**src/rtl/axis_pixels_pack.sv**
```systemverilog
`default_nettype none
// ============================================================================
// Module      : axis_pixels_pack
// Description : Packs a stream of multi-word pixel beats into one wide block
//               of ROWS+kh-1 words for a downstream shifter. A block config
//               (kh, ones, user) is taken first, then ceil(W/IN_WORDS) beats
//               are packed and handed to a one-deep output register.
//               Optional framing/config error flag: AXIS_PIXELS_PACK_ERR_EN.
// Revision    : 1.0 - initial release
// ============================================================================
module axis_pixels_pack #(
    parameter int ROWS          = 8,
    parameter int WORD_WIDTH    = 8,
    parameter int TUSER_WIDTH   = 8,
    parameter int KH_MAX        = 3,
    parameter int IN_WORDS      = 4,
    parameter int IM_SHIFT_REGS = ROWS + KH_MAX - 1,
    parameter int BITS_KH       = $clog2(KH_MAX + 1)
) (
    input  logic                                aclk,
    input  logic                                areset,
    input  logic                                cfg_valid,
    output logic                                cfg_ready,
    input  logic [BITS_KH-1:0]                  cfg_kh,
    input  logic                                cfg_ones,
    input  logic [TUSER_WIDTH-1:0]              cfg_user,
    input  logic                                s_valid,
    output logic                                s_ready,
    input  logic [IN_WORDS*WORD_WIDTH-1:0]      s_data,
    input  logic                                s_last,
    output logic                                m_valid,
    input  logic                                m_ready,
    output logic [IM_SHIFT_REGS*WORD_WIDTH-1:0] m_data,
    output logic [BITS_KH-1:0]                  m_shift,
    output logic                                m_ones,
    output logic [TUSER_WIDTH-1:0]              m_user,
    output logic                                err
);

    // Pointer must hold ptr+IN_WORDS for the last beat of the longest block.
    localparam int                 c_PTR_W  = $clog2(IM_SHIFT_REGS + IN_WORDS + 1);
    localparam logic [BITS_KH-1:0] c_KH_MAX = BITS_KH'(KH_MAX);

    typedef enum logic [1:0] {
        ST_IDLE = 2'd0,
        ST_FILL = 2'd1,
        ST_FULL = 2'd2
    } state_t;

    state_t                                      r_state;
    logic [c_PTR_W-1:0]                          r_ptr;
    logic [c_PTR_W-1:0]                          r_wlen;
    logic [IM_SHIFT_REGS-1:0][WORD_WIDTH-1:0]    r_buf;
    logic [BITS_KH-1:0]                          r_kh;
    logic                                        r_ones;
    logic [TUSER_WIDTH-1:0]                      r_user;
    logic                                        r_m_valid;
    logic [IM_SHIFT_REGS*WORD_WIDTH-1:0]         r_m_data;
    logic [BITS_KH-1:0]                          r_m_shift;
    logic                                        r_m_ones;
    logic [TUSER_WIDTH-1:0]                      r_m_user;

    logic                                        w_kh_ok;
    logic [BITS_KH-1:0]                          w_kh_eff;
    logic [c_PTR_W-1:0]                          w_wlen;
    logic [c_PTR_W-1:0]                          w_ptr_next;
    logic                                        w_last_beat;
    logic                                        w_out_free;

    // Out-of-range kh (0 or above KH_MAX) is clamped to the largest kernel.
    assign w_kh_ok     = (cfg_kh != '0) && (cfg_kh <= c_KH_MAX);
    assign w_kh_eff    = w_kh_ok ? cfg_kh : c_KH_MAX;
    assign w_wlen      = c_PTR_W'(ROWS) + c_PTR_W'(w_kh_eff) - c_PTR_W'(1);
    // The beat that reaches or passes the last needed word closes the block.
    assign w_ptr_next  = r_ptr + c_PTR_W'(IN_WORDS);
    assign w_last_beat = (w_ptr_next >= r_wlen);
    assign w_out_free  = !r_m_valid || m_ready;

    // Readies come from registered state only, so m_ready never reaches them.
    assign cfg_ready = (r_state == ST_IDLE);
    assign s_ready   = (r_state == ST_FILL);

    assign m_valid = r_m_valid;
    assign m_data  = r_m_data;
    assign m_shift = r_m_shift;
    assign m_ones  = r_m_ones;
    assign m_user  = r_m_user;

    // Block FSM together with the packing buffer and the output register.
    always_ff @(posedge aclk or posedge areset) begin
        if (areset) begin
            r_state   <= ST_IDLE;
            r_ptr     <= '0;
            r_wlen    <= '0;
            r_buf     <= '0;
            r_kh      <= '0;
            r_ones    <= 1'b0;
            r_user    <= '0;
            r_m_valid <= 1'b0;
            r_m_data  <= '0;
            r_m_shift <= '0;
            r_m_ones  <= 1'b0;
            r_m_user  <= '0;
        end else begin
            if (m_ready) begin
                r_m_valid <= 1'b0;
            end
            case (r_state)
                ST_IDLE: begin
                    if (cfg_valid) begin
                        r_kh    <= w_kh_eff;
                        r_ones  <= cfg_ones;
                        r_user  <= cfg_user;
                        r_wlen  <= w_wlen;
                        r_ptr   <= '0;
                        r_buf   <= '0;
                        r_state <= ST_FILL;
                    end
                end
                ST_FILL: begin
                    if (s_valid) begin
                        // Word k of the beat lands at ptr+k; words past W are dropped.
                        for (int j = 0; j < IM_SHIFT_REGS; j++) begin
                            for (int k = 0; k < IN_WORDS; k++) begin
                                if ((r_ptr + c_PTR_W'(k) == c_PTR_W'(j)) &&
                                    (c_PTR_W'(j) < r_wlen)) begin
                                    r_buf[j] <= s_data[k*WORD_WIDTH +: WORD_WIDTH];
                                end
                            end
                        end
                        r_ptr <= w_ptr_next;
                        if (w_last_beat) begin
                            r_state <= ST_FULL;
                        end
                    end
                end
                ST_FULL: begin
                    if (w_out_free) begin
                        r_m_valid <= 1'b1;
                        r_m_data  <= r_buf;
                        r_m_shift <= r_kh - BITS_KH'(1);
                        r_m_ones  <= r_ones;
                        r_m_user  <= r_user;
                        r_state   <= ST_IDLE;
                    end
                end
                default: begin
                    r_state <= ST_IDLE;
                end
            endcase
        end
    end

`ifdef AXIS_PIXELS_PACK_ERR_EN
    logic r_err;

    // Sticky flag: bad kh on config, or s_last not matching the final beat.
    always_ff @(posedge aclk or posedge areset) begin
        if (areset) begin
            r_err <= 1'b0;
        end else if ((r_state == ST_IDLE) && cfg_valid && !w_kh_ok) begin
            r_err <= 1'b1;
        end else if ((r_state == ST_FILL) && s_valid && (s_last != w_last_beat)) begin
            r_err <= 1'b1;
        end
    end

    assign err = r_err;
`else
    // Framing is carried by the beat count alone; s_last is not inspected.
    logic w_unused_s_last;
    assign w_unused_s_last = s_last;
    assign err = 1'b0;
`endif

endmodule
`default_nettype wire

```
**config.mk**
```make
export PLATFORM = sky130hd
export DESIGN_NAME = axis_pixels_pack
export DESIGN_NICKNAME = d
export VERILOG_FILES = /design/src/rtl/axis_pixels_pack.sv
export SDC_FILE = /design/constraint.sdc
export NUM_CORES = 1
export LEC_CHECK = 0
export ABC_AREA = 1
export CORE_MARGIN = 5
export CORE_UTILIZATION = 34
export DETAILED_ROUTE_END_ITERATION = 10
export PLACE_DENSITY_LB_ADDON = 0.05
export SLEW_MARGIN = 20
export SYNTH_ARGS = -nofsm -noshare
export SYNTH_HDL_FRONTEND = slang
export SYNTH_SLANG_ARGS = --single-unit
export TNS_END_PERCENT = 5
```
**constraint.sdc**
```tcl
create_clock -name aclk -period 15.4 [get_ports aclk]
set_clock_uncertainty 0.2 [all_clocks]
set_input_delay 2.31 -clock aclk [delete_from_list [all_inputs] [get_ports aclk]]
set_output_delay 2.31 -clock aclk [all_outputs]
set_load 0.01 [all_outputs]
```
Yosys cells after proc, flatten, opt, wreduce, memory -nomap -nowiden
Cells that the tools add are included.

storage, ports and cells
  word-level logic and storage cells = 211
  input bits = 49
  register bits after elaboration = 193
  output and inout bits = 95

cells by class
  reduce and logical (&&, ||, !) cells = 64
  equal/unequal tests = 52
  add/sub/neg operators = 7
  order comparisons = 12
  mux-type cells = 55

operators by type and width
  cell                                                                          count
  8-bit two-way mux                                                             40
  80-bit two-way mux                                                            2
  80-bit case mux with 2 select lines                                           1
  4-bit by 3-bit equality test with 1-bit output (second input constant)        16
  5-bit by 1-bit != test with 1-bit output (second input constant)              10
  4-bit AND reduction                                                           11
  1-bit logical AND                                                             41
  4-bit by 2-bit equality test with 1-bit output (second input constant)        8
  4-bit equality test (second input constant)                                   8
  4-bit by 1-bit equality test with 1-bit output (second input constant)        4
  4-bit logical NOT                                                             4
  3-bit by 4-bit less-than comparator with 1-bit output (first input constant)  4
  2-bit two-way mux                                                             5
  4-bit by 2-bit adder with 4-bit output (second input constant)                2
  1-bit by 4-bit less-than comparator with 1-bit output (first input constant)  2
  2-bit by 4-bit less-than comparator with 1-bit output (first input constant)  2
  4-bit less-than comparator (first input constant)                             2
  4-bit two-way mux                                                             2
  4-bit case mux with 2 select lines                                            1
  2-bit != test (second input constant)                                         3
  2-bit case mux with 3 select lines                                            1
  4-bit by 1-bit adder with 4-bit output (second input constant)                1
  4-bit by 2-bit adder with 4-bit output (first input constant)                 1
  4-bit by 3-bit adder with 4-bit output (second input constant)                1
  other kinds (14)                                                              18

Depth between registers and ports, before layout
Gate-level depths: netlist of run 1.

  depth in word-level cells = 8
  depth in mapped cells = 9
  gate-level depth less buffers = 9

Worst setup path before layout of run 1
OpenSTA, ideal clock, no wires.

  path kind = register to output
  start = register r_state[0]
  end = output s_ready
  path slack = 11.879 ns
  stages on the path, launching flop included = 5
  buffers on the path = 2
  data arrival time = 1.011 ns
  data required time = 12.890 ns
  cell sequence = dfrtp_1 > inv_2 > nor2_2 > buf_4 > buf_2

on the way
  word-level cells in the longest chain between the ends = 1

RTL lines
  what                                            line  source
  from (decl)                                     50    state_t r_state;
  from (signal assigned)                          92    r_state <= ST_IDLE;
  from (signal assigned)                          117   r_state <= ST_FILL;
  from (signal assigned)                          133   r_state <= ST_FULL;
  2-bit by 1-bit equality test with 1-bit output  81    assign s_ready = (r_state == ST_FILL);
  to (decl)                                       28    output logic s_ready,

No other way between the ends.

Worst setup path after layout of run 1
  start = input m_ready
  end = register r_m_data[79], in the netlist m_data[79]

on the way
  word-level cells in the longest chain between the ends = 2

RTL lines
  what                                  line  source
  from (decl)                           32    input logic m_ready,
  1-bit logical OR                      77    assign w_out_free = !r_m_valid || m_ready;
  2-bit AND reduction (no source line)  -
  to (signal assigned)                  140   r_m_data <= r_buf;
  to (decl)                             58    logic [IM_SHIFT_REGS*WORD_WIDTH-1:0] r_m_data;

No other way between the ends.
A chain may end at the register's enable or synchronous reset.

==> results of run 1 <==
==> cells by family after synthesis <==
logic type | after synthesis | share of synthesized area
and+or+nand+nor | 548 | 0.274
DFF | 191 | 0.605
buffers and inverters | 101 | 0.0546
AOI/OAI and AO/OA | 68 | 0.0493
adders and majority gates | 10 | 0.0158
xor gates and xnor gates | 1 | 0.00111
other | 1 | 0.000475
==> registers in the layout, summed over array words and instances, names as in the netlist <==
register  count
m_data       80
m_valid       1
m_ones        1
r_ones        1
r_buf        80
r_user        8
m_shift       2
r_kh          2
m_user        8
r_wlen        4
r_ptr         2
r_state       2
==> synth_stat cells, drive strengths merged <==
library cell and number:
a21oi 6, clkbuf 11, o21ai 44, o211ai 8, dfrtp 191, clkinv 1, nand2 481, nand4 7
nor2 27, a31oi 1, conb 1, nand3 33, ha 10, a22oi 1, inv 68, xor2 1
o22ai 8, buf 21
==> final timing paths <==
path,start,end,cells after the start
worst min register to register,r_buf[58]$_DFFE_PP0P_,m_data[58]$_DFFE_PP0P_,2
min in group asynchronous,areset,m_data[52]$_DFFE_PP0P_,2
worst min-delay path,r_buf[58]$_DFFE_PP0P_,m_data[58]$_DFFE_PP0P_,2
worst max-delay path,m_ready,m_data[79]$_DFFE_PP0P_,8
worst max register to register,r_state[0]$_DFFE_PP0P_,m_data[79]$_DFFE_PP0P_,6
max in group asynchronous,areset,r_ptr[3]$_DFFE_PP0P_,3
==> cell usage in the layout, fill, tap and decap left out, types with 3 or more instances in the layout <==
| cell | n |
|---|---|
| o21ai_0 | 31 |
| o211ai_1 | 8 |
| clkbuf_16 | 17 |
| nand4_1 | 7 |
| nor2_1 | 25 |
| a21oi_1 | 4 |
| bufinv_16 | 3 |
| dfrtp_1 | 191 |
| ha_1 | 10 |
| inv_2 | 5 |
| clkinv_4 | 3 |
| o22ai_1 | 8 |
| nand2_2 | 9 |
| inv_6 | 3 |
| inv_1 | 62 |
| nand2_1 | 470 |
| nand3_1 | 31 |
| o21ai_1 | 11 |
| buf_4 | 5 |
| clkinvlp_4 | 3 |
| clkdlybuf4s50_1 | 141 |
==> tightest hold or removal path, cell delays in order (launching register included) <==
cell and delay (ns):
dfrtp_1 0.34, nand2_1 0.05, nand2_1 0.04
==> power by group through the flow <==
stage	sequential (mW)	combinational (mW)	clock [mW]
after floorplan	0.652	0.149	0
after global placement	0.671	0.203	0
after detailed placement	0.670	0.207	0
after CTS	0.661	0.208	0.478
after global routing	0.674	0.241	0.498
final	0.661	0.204	0.465
==> per-stage QoR <==
| stage | area (sq um) | hold WS [ns] | setup WS [ns] | total power, mW |
|---|---|---|---|---|
| after global placement | 9580 | 0.251 | 10.34 | 0.873 |
| final | 10200 | 0.268 | 10.81 | 1.33 |
| after floorplan | 7900 | 0.242 | 7.69 | 0.802 |
| after detailed placement | 9580 | 0.254 | 10.33 | 0.877 |
| after global routing | 10200 | 0.288 | 10.57 | 1.41 |
| after CTS | 10200 | 0.271 | 10.81 | 1.35 |
==> cell type report <==
cell class	count	area, sq um
clock inverter	13	181
inverter	69	267
clock buffer	19	433
sequential	191	4780
timing repair buffer	146	1450
multi-input combinational	628	2700
fill	2299	12600
tap	313	392
==> routing by layer <==
metal	track usage	share of wire	vias to the layer above
li1	-	-	3112
met1	0.241	0.50	2842
met2	0.250	0.44	124
met3	0.0410	0.047	21
met4	0.0488	0.013	0
met5	0	0	-
==> results.json, run 1 <==
{
  "via_per_inst": 4.42,
  "cpMostUsedCell": "nand2_1",
  "crit_chain": "clkdlybuf4s50_1 -> inv_1 -> nand2_1 -> nand2_4 -> inv_2 -> buf_4 -> nand2_1 -> nand2_1",
  "tns_ns": 0,
  "die_y_um": 162,
  "drt-total-wl_mm": 21.4,
  "grt_pass1_wl_mm": 34.8,
  "clkPwrFrac": 0.350,
  "via_count": 6099,
  "finalSetupViolations": 0,
  "cts.sinks": 191,
  "wl_per_cell_um": 15.5,
  "fin_nets": 1112,
  "die_width_um": 162,
  "post-route-drc-count": 0,
  "cts_root_buf": "clkbuf_16",
  "max_slew_margin": 0.332,
  "p_leak_nw": 5.35,
  "vdd_drop_max_mv": 0.0757,
  "rsz0062_at_grt": "false",
  "hpwl_mm": 14.4,
  "cts_tree": "done",
  "synth_area_leader_cell": "dfrtp_1",
  "swShare": 0.295,
  "cp_data_required_time_ns": 15.57,
  "power_density_nw_per_um2": 130,
  "criticalPathCategory": "input port to register",
  "grt_pass1_vias": 6136,
  "fmax_ghz": 0.218,
  "yosys.area.top_type_share": 0.605,
  "antenna_found_initial": 0,
  "row_count": 55,
  "first_iter_violations": 422,
  "grt_usage": 0.167,
  "critical_path_arrival_ns": 4.76,
  "worstSkewPairLatency_ns": 0.43,
  "hold_violations": 0,
  "gp_congestion": 0.792,
  "grt_max_degree": 134,
  "maxCapViolations": 0,
  "ys_seq_elements": 191,
  "p_int_uw": 937,
  "htreeDepth": 4,
  "utilization": 0.448,
  "fin_crit_ns": 4.59,
  "clock_path_buffers": 2,
  "cpLargestDelayFamily": "buffers and inverters",
  "post_cts_buffers": 0,
  "syn_avg_cell_area_sq_um": 8.59,
  "slowest_delay_ns": 0.66,
  "syn-instance-count": 920,
  "cts_made_buffers": 17,
  "final_cells": 1379,
  "seqPwrFrac": 0.497,
  "hp-class": "register to register",
  "synthTopCellsByArea": "dfrtp_1 61%, nand2_1 22%, inv_1 3.0%",
  "tightest_slew_ns": 1.00,
  "drt_pass1_iterations": 5,
  "dieArea_sq_um": 26400,
  "cp_max_fo": 54,
  "cts_resized": 0,
  "ff2ff_setup_slack_ns": 12.56,
  "cts_hold_buffers": 0,
  "io_pins": 144,
  "cp-end-kind": "register",
  "drive_above_1_share": 0.0563,
  "initial_core_util": 0.347,
  "synthesis.area_sq_um": 7900,
  "cp-start-kind": "input port",
  "core_area_sq_um": 22800,
  "yosysWarnings": 0,
  "power.switching_uw": 393,
  "ant_nets": 0,
  "n_antenna_cell": 0,
  "clkTransAtPathRegs_ns": 0.07,
  "portBuffers": 141,
  "final-max-slew-violation-count": 0,
  "area_growth_pct": 29.1,
  "finalCritPeriodShare": 0.298,
  "comb_power_share": 0.154,
  "netlist-cell-type-count": 28,
  "slowest_stage": "inv_2",
  "crit_buf_inv": 4,
  "status": "complete, no violations",
  "grt.overflow.total": 0,
  "synth_fp_nets": 979,
  "ys_seq_area_frac": 0.605,
  "dp.cells": 1347
}
Note: power is estimated with default switching activity, not from simulation.
==> inputs of run 2 (changes only) <==
==> constraint.sdc (replaced) <==
create_clock -name aclk -period 4.4 [get_ports aclk]
set_clock_uncertainty 0.2 [all_clocks]
set_input_delay 0.66 -clock aclk [delete_from_list [all_inputs] [get_ports aclk]]
set_output_delay 0.66 -clock aclk [all_outputs]
set_load 0.01 [all_outputs]
==> run 2 against run 1 <==
Effect of this change: global-route usage decreased by 0.12 points; critical endpoint is now cfg_ready; setup slack got worse by 8.9 ns; utilization is 0.35 points higher; routed wire length is 0.96% lower; critical path type is now register to primary output; sequential share of layout area is 0.36 points lower; total power grew to 3.5 times the previous value; largest cell class unchanged.
==> results.json, run 2 (same netlist as run 1, synthesis figures left out) <==
{
  "placed_area_sq_um": 9640,
  "portBuffers": 141,
  "final_cells": 1382,
  "finalCritPeriodShare": 0.575,
  "row_count": 55,
  "post_cts_buffers": 0,
  "clkTransAtPathRegs_ns": 0.08,
  "htreeDepth": 4,
  "n_antenna_cell": 0,
  "cp-start-kind": "register",
  "layout_commonest_cell": "nand2_1",
  "die_width_um": 162,
  "hold_violations": 0,
  "max_slew_margin": 0.418,
  "cts_tree": "done",
  "cts_root_buf": "clkbuf_16",
  "fin_ws_ns": 1.87,
  "grt_max_degree": 107,
  "rsz0062_at_grt": "false",
  "power_density_nw_per_um2": 459,
  "met2_length_mm": 9.47,
  "wl_per_cell_um": 15.3,
  "cp_max_fo": 6,
  "maxCapViolations": 0,
  "status": "complete, no violations",
  "fin_nets": 1115,
  "via_per_inst": 4.39,
  "criticalPathCategory": "register to primary output",
  "cts_hold_buffers": 0,
  "drt_pass1_iterations": 5,
  "grt.overflow.total": 0,
  "final_cell_area_sq_um": 10300,
  "fin_total_pwr_mw": 4.72,
  "ant_nets": 0,
  "p_leak_nw": 5.40,
  "holdCritStartpoint": "r_user[6]$_DFFE_PP0P_",
  "cts_made_buffers": 17,
  "critical_path_arrival_ns": 1.67,
  "hp-class": "register to register",
  "area_growth_pct": 30.1,
  "cp-end-kind": "primary output",
  "pre_cts_ws_ns": 1.41,
  "drive_above_1_share": 0.0589,
  "grt_usage": 0.166,
  "wl_met3_um": 874,
  "fin_crit_ns": 2.53,
  "drt-total-wl_mm": 21.2,
  "hpwl_mm": 14.5,
  "vdd_drop_max_mv": 0.248,
  "rr_startpoint": "r_state[0]$_DFFE_PP0P_",
  "grt_pass1_wl_mm": 34.5,
  "post-route-drc-count": 0,
  "antenna_found_initial": 0,
  "dieArea_sq_um": 26400,
  "cts.sinks": 191,
  "grt_pass1_vias": 5999,
  "dp.cells": 1350,
  "ff2ff_setup_slack_ns": 1.96,
  "worstSkewPairLatency_ns": 0.43,
  "final-max-slew-violation-count": 0,
  "cts_resized": 0,
  "core_area_sq_um": 22800,
  "gp_congestion": 0.789,
  "tightest_slew_ns": 0.871,
  "clock_path_buffers": 2,
  "first_iter_violations": 407,
  "top_layer": "met4",
  "fmax_ghz": 0.395,
  "io_pins": 144,
  "wl_met1_mm": 10.7,
  "via_count": 6061,
  "initial_core_util": 0.347,
  "setup.worst_path.start": "r_state[0]$_DFFE_PP0P_",
  "cp_data_required_time_ns": 3.54,
  "tns_ns": 0,
  "layout_common_cells": "470 x nand2_1, 191 x dfrtp_1, 141 x clkdlybuf4s50_1, 62 x inv_1",
  "die_y_um": 162,
  "finalSetupViolations": 0
}
[run 2: layer usage]
| metal | vias up | GRT usage |
|---|---|---|
| met2 | 98 | 0.246 |
| met1 | 2844 | 0.247 |
| met5 | - | 0 |
| met3 | 6 | 0.0387 |
| met4 | 0 | 0.0381 |
| li1 | 3113 | - |
[run 2: report_power, final]
part	switching, mW	total [mW]	leakage, nW	internal (mW)
sequential	0.186	2.30	2.52	2.12
combinational	0.462	0.721	2.57	0.259
clock	0.722	1.69	0.311	0.970
total	1.37	4.72	5.40	3.35
[run 2: final cells by class]
cell class	count	area, sq um
Timing Repair Buffer	149	1510
Sequential cell	191	4780
Clock inverter	13	200
Inverter	69	263
Clock buffer	19	433
Multi-Input combinational cell	628	2700
Fill cell	2336	12500
Tap cell	313	392
[run 2: worst max-delay path: stages (launching register included)]
cell and delay, ns:
dfrtp_1 0.46, nor2_2 0.21, clkdlybuf4s50_1 0.57
[run 2: through the flow]
step | util | hold slack, ns
after CTS | 0.451 | 0.272
after global placement | 0.423 | 0.250
after detailed placement | 0.423 | 0.254
after global routing | 0.451 | 0.283
final | 0.451 | 0.268
after floorplan | - | 0.242
[run 2: final timing paths]
kind                                     endpoint  depth (start not counted)
hold reg to reg             m_user[6]$_DFFE_PP0P_                          2
max in group asynchronous   m_data[8]$_DFFE_PP0P_                          3
hold / removal              m_user[6]$_DFFE_PP0P_                          2
setup reg to reg            r_buf[58]$_DFFE_PP0P_                          6
min in group asynchronous  m_data[51]$_DFFE_PP0P_                          2
setup / recovery                        cfg_ready                          2
==> inputs of run 3 (changes only) <==
==> constraint.sdc (replaced) <==
create_clock -name aclk -period 2.11 [get_ports aclk]
set_clock_uncertainty 0.2 [all_clocks]
set_input_delay 0.3165 -clock aclk [delete_from_list [all_inputs] [get_ports aclk]]
set_output_delay 0.3165 -clock aclk [all_outputs]
set_load 0.01 [all_outputs]
==> run 3 against run 2 <==
Effect of this change: setup slack got worse by 1.7 ns; register-to-register slack got worse by 1.8 ns; routed wire length decreased by 0.43%; clock power increased by 80%; count of clock-buffer cells in the layout increased by 2; combinational power increased by 110%; critical endpoint is now m_data[79]; highest routed layer unchanged; largest cell class unchanged; sequential cell count unchanged.
==> results.json, run 3 (same netlist as run 1, synthesis figures left out) <==
{
  "hold_violations": 0,
  "grt_pass1_wl_mm": 34.4,
  "dieArea_sq_um": 26400,
  "io_pins": 144,
  "wl_per_cell_um": 15.1,
  "criticalPathCategory": "register to primary output",
  "finalSetupViolations": 0,
  "final_cell_area_sq_um": 10400,
  "cpLargestDelayFamily": "buffers and inverters",
  "hold_ws_ns": 0.155,
  "via_per_inst": 4.38,
  "slowest_stage": "clkdlybuf4s50_1",
  "crit_chain": "clkdlybuf4s50_1",
  "fillers": 2322,
  "gp_congestion": 0.794,
  "hp-class": "input port to asynchronous set/reset pin",
  "fin_crit_ns": 1.95,
  "grt.overflow.total": 0,
  "drt_pass1_iterations": 5,
  "layout_commonest_cell": "nand2_1",
  "cts_made_buffers": 17,
  "antenna_found_initial": 0,
  "grt_pass1_vias": 6200,
  "vdd_drop_max_mv": 0.561,
  "worstSkewPairLatency_ns": 0.43,
  "cts_tree": "done",
  "clock_path_buffers": 2,
  "fin_ws_ns": 0.162,
  "pre_cts_ws_ns": 0.147,
  "first_iter_violations": 386,
  "placed_area_sq_um": 9860,
  "die_y_um": 162,
  "ant_nets": 0,
  "grt_max_degree": 81,
  "row_count": 55,
  "finalCritPeriodShare": 0.923,
  "clkTransAtPathRegs_ns": 0.07,
  "fmax_ghz": 0.513,
  "n_antenna_cell": 0,
  "layout_common_cells": "470 x nand2_1, 190 x dfrtp_1, 139 x clkdlybuf4s50_1, 62 x inv_1",
  "cts_root_buf": "clkbuf_16",
  "area_growth_pct": 31.7,
  "via_count": 6137,
  "ff_latch_area_sq_um": 4780,
  "cp-start-kind": "register",
  "final-max-slew-violation-count": 0,
  "tns_ns": 0,
  "cts_hold_buffers": 0,
  "grt_usage": 0.165,
  "slowest_delay_ns": 0.57,
  "initial_core_util": 0.347,
  "post-route-drc-count": 0,
  "fin_total_pwr_mw": 9.40,
  "maxCapViolations": 0,
  "hpwl_mm": 14.8,
  "htreeDepth": 4,
  "fin_nets": 1134,
  "status": "complete, no violations",
  "drt-total-wl_mm": 21.1,
  "cts.sinks": 191,
  "die_width_um": 162,
  "core_area_sq_um": 22800,
  "cp_data_required_time_ns": 1.59,
  "crit_buf_inv": 1,
  "cp-end-kind": "primary output",
  "cp_max_fo": 2,
  "rsz0062_at_grt": "false",
  "p_leak_nw": 5.48,
  "post_cts_buffers": 0,
  "multi_input_area_sq_um": 2700,
  "portBuffers": 141,
  "critical_path_arrival_ns": 1.43,
  "power_density_nw_per_um2": 903,
  "drive_above_1_share": 0.0764
}
[run 3: final cells by class]
| type | count | share of cell area |
|---|---|---|
| well taps | 313 | 0.0376 |
| multi-input cells | 628 | 0.259 |
| flip-flops and latches | 191 | 0.460 |
| repair buffers | 168 | 0.166 |
| clock buffers | 21 | 0.0452 |
| inverters | 69 | 0.0253 |
| clock inverters | 10 | 0.00746 |
[run 3: final timing paths]
check	start	to	slack [ns]	cells after the start
max	m_data[79]$_DFFE_PP0P_	m_data[79]	0.16	1
min reg2reg	r_buf[3]$_DFFE_PP0P_	m_data[3]$_DFFE_PP0P_	0.27	2
max reg2reg	r_ptr[3]$_DFFE_PP0P_	r_buf[7]$_DFFE_PP0P_	0.19	7
min	areset	m_data[54]$_DFFE_PP0P_	0.15	3
max in group asynchronous	areset	r_state[0]$_DFFE_PP0P_	1.07	3
min in group aclk	cfg_user[0]	r_user[0]$_DFFE_PP0P_	0.22	3
[run 3: metal layers]
layer | GRT usage | wire [um]
met4 | 0.0415 | 205
met1 | 0.246 | 10800
met2 | 0.248 | 9180
met3 | 0.0334 | 905
met5 | 0 | 0
[run 3: power by group]
| part | internal [mW] | switching (mW) | total, mW |
|---|---|---|---|
| Combinational | 0.582 | 0.962 | 1.54 |
| Sequential | 4.42 | 0.392 | 4.81 |
| Clock | 1.61 | 1.43 | 3.04 |
[run 3: what timing repair did]
| item | in CTS | in global routing |
|---|---|---|
| endpoints found under the setup margin | 2 | 0 |
| hold endpoints to repair | 0 | 0 |
| resized for setup | 3 | 0 |
[run 3: through the flow]
step | std cells | utilization
after floorplan | 920 | -
after global placement | 1369 | 0.433
after detailed placement | 1369 | 0.433
after CTS | 1400 | 0.457
after global routing | 1400 | 0.457
final | 1400 | 0.457
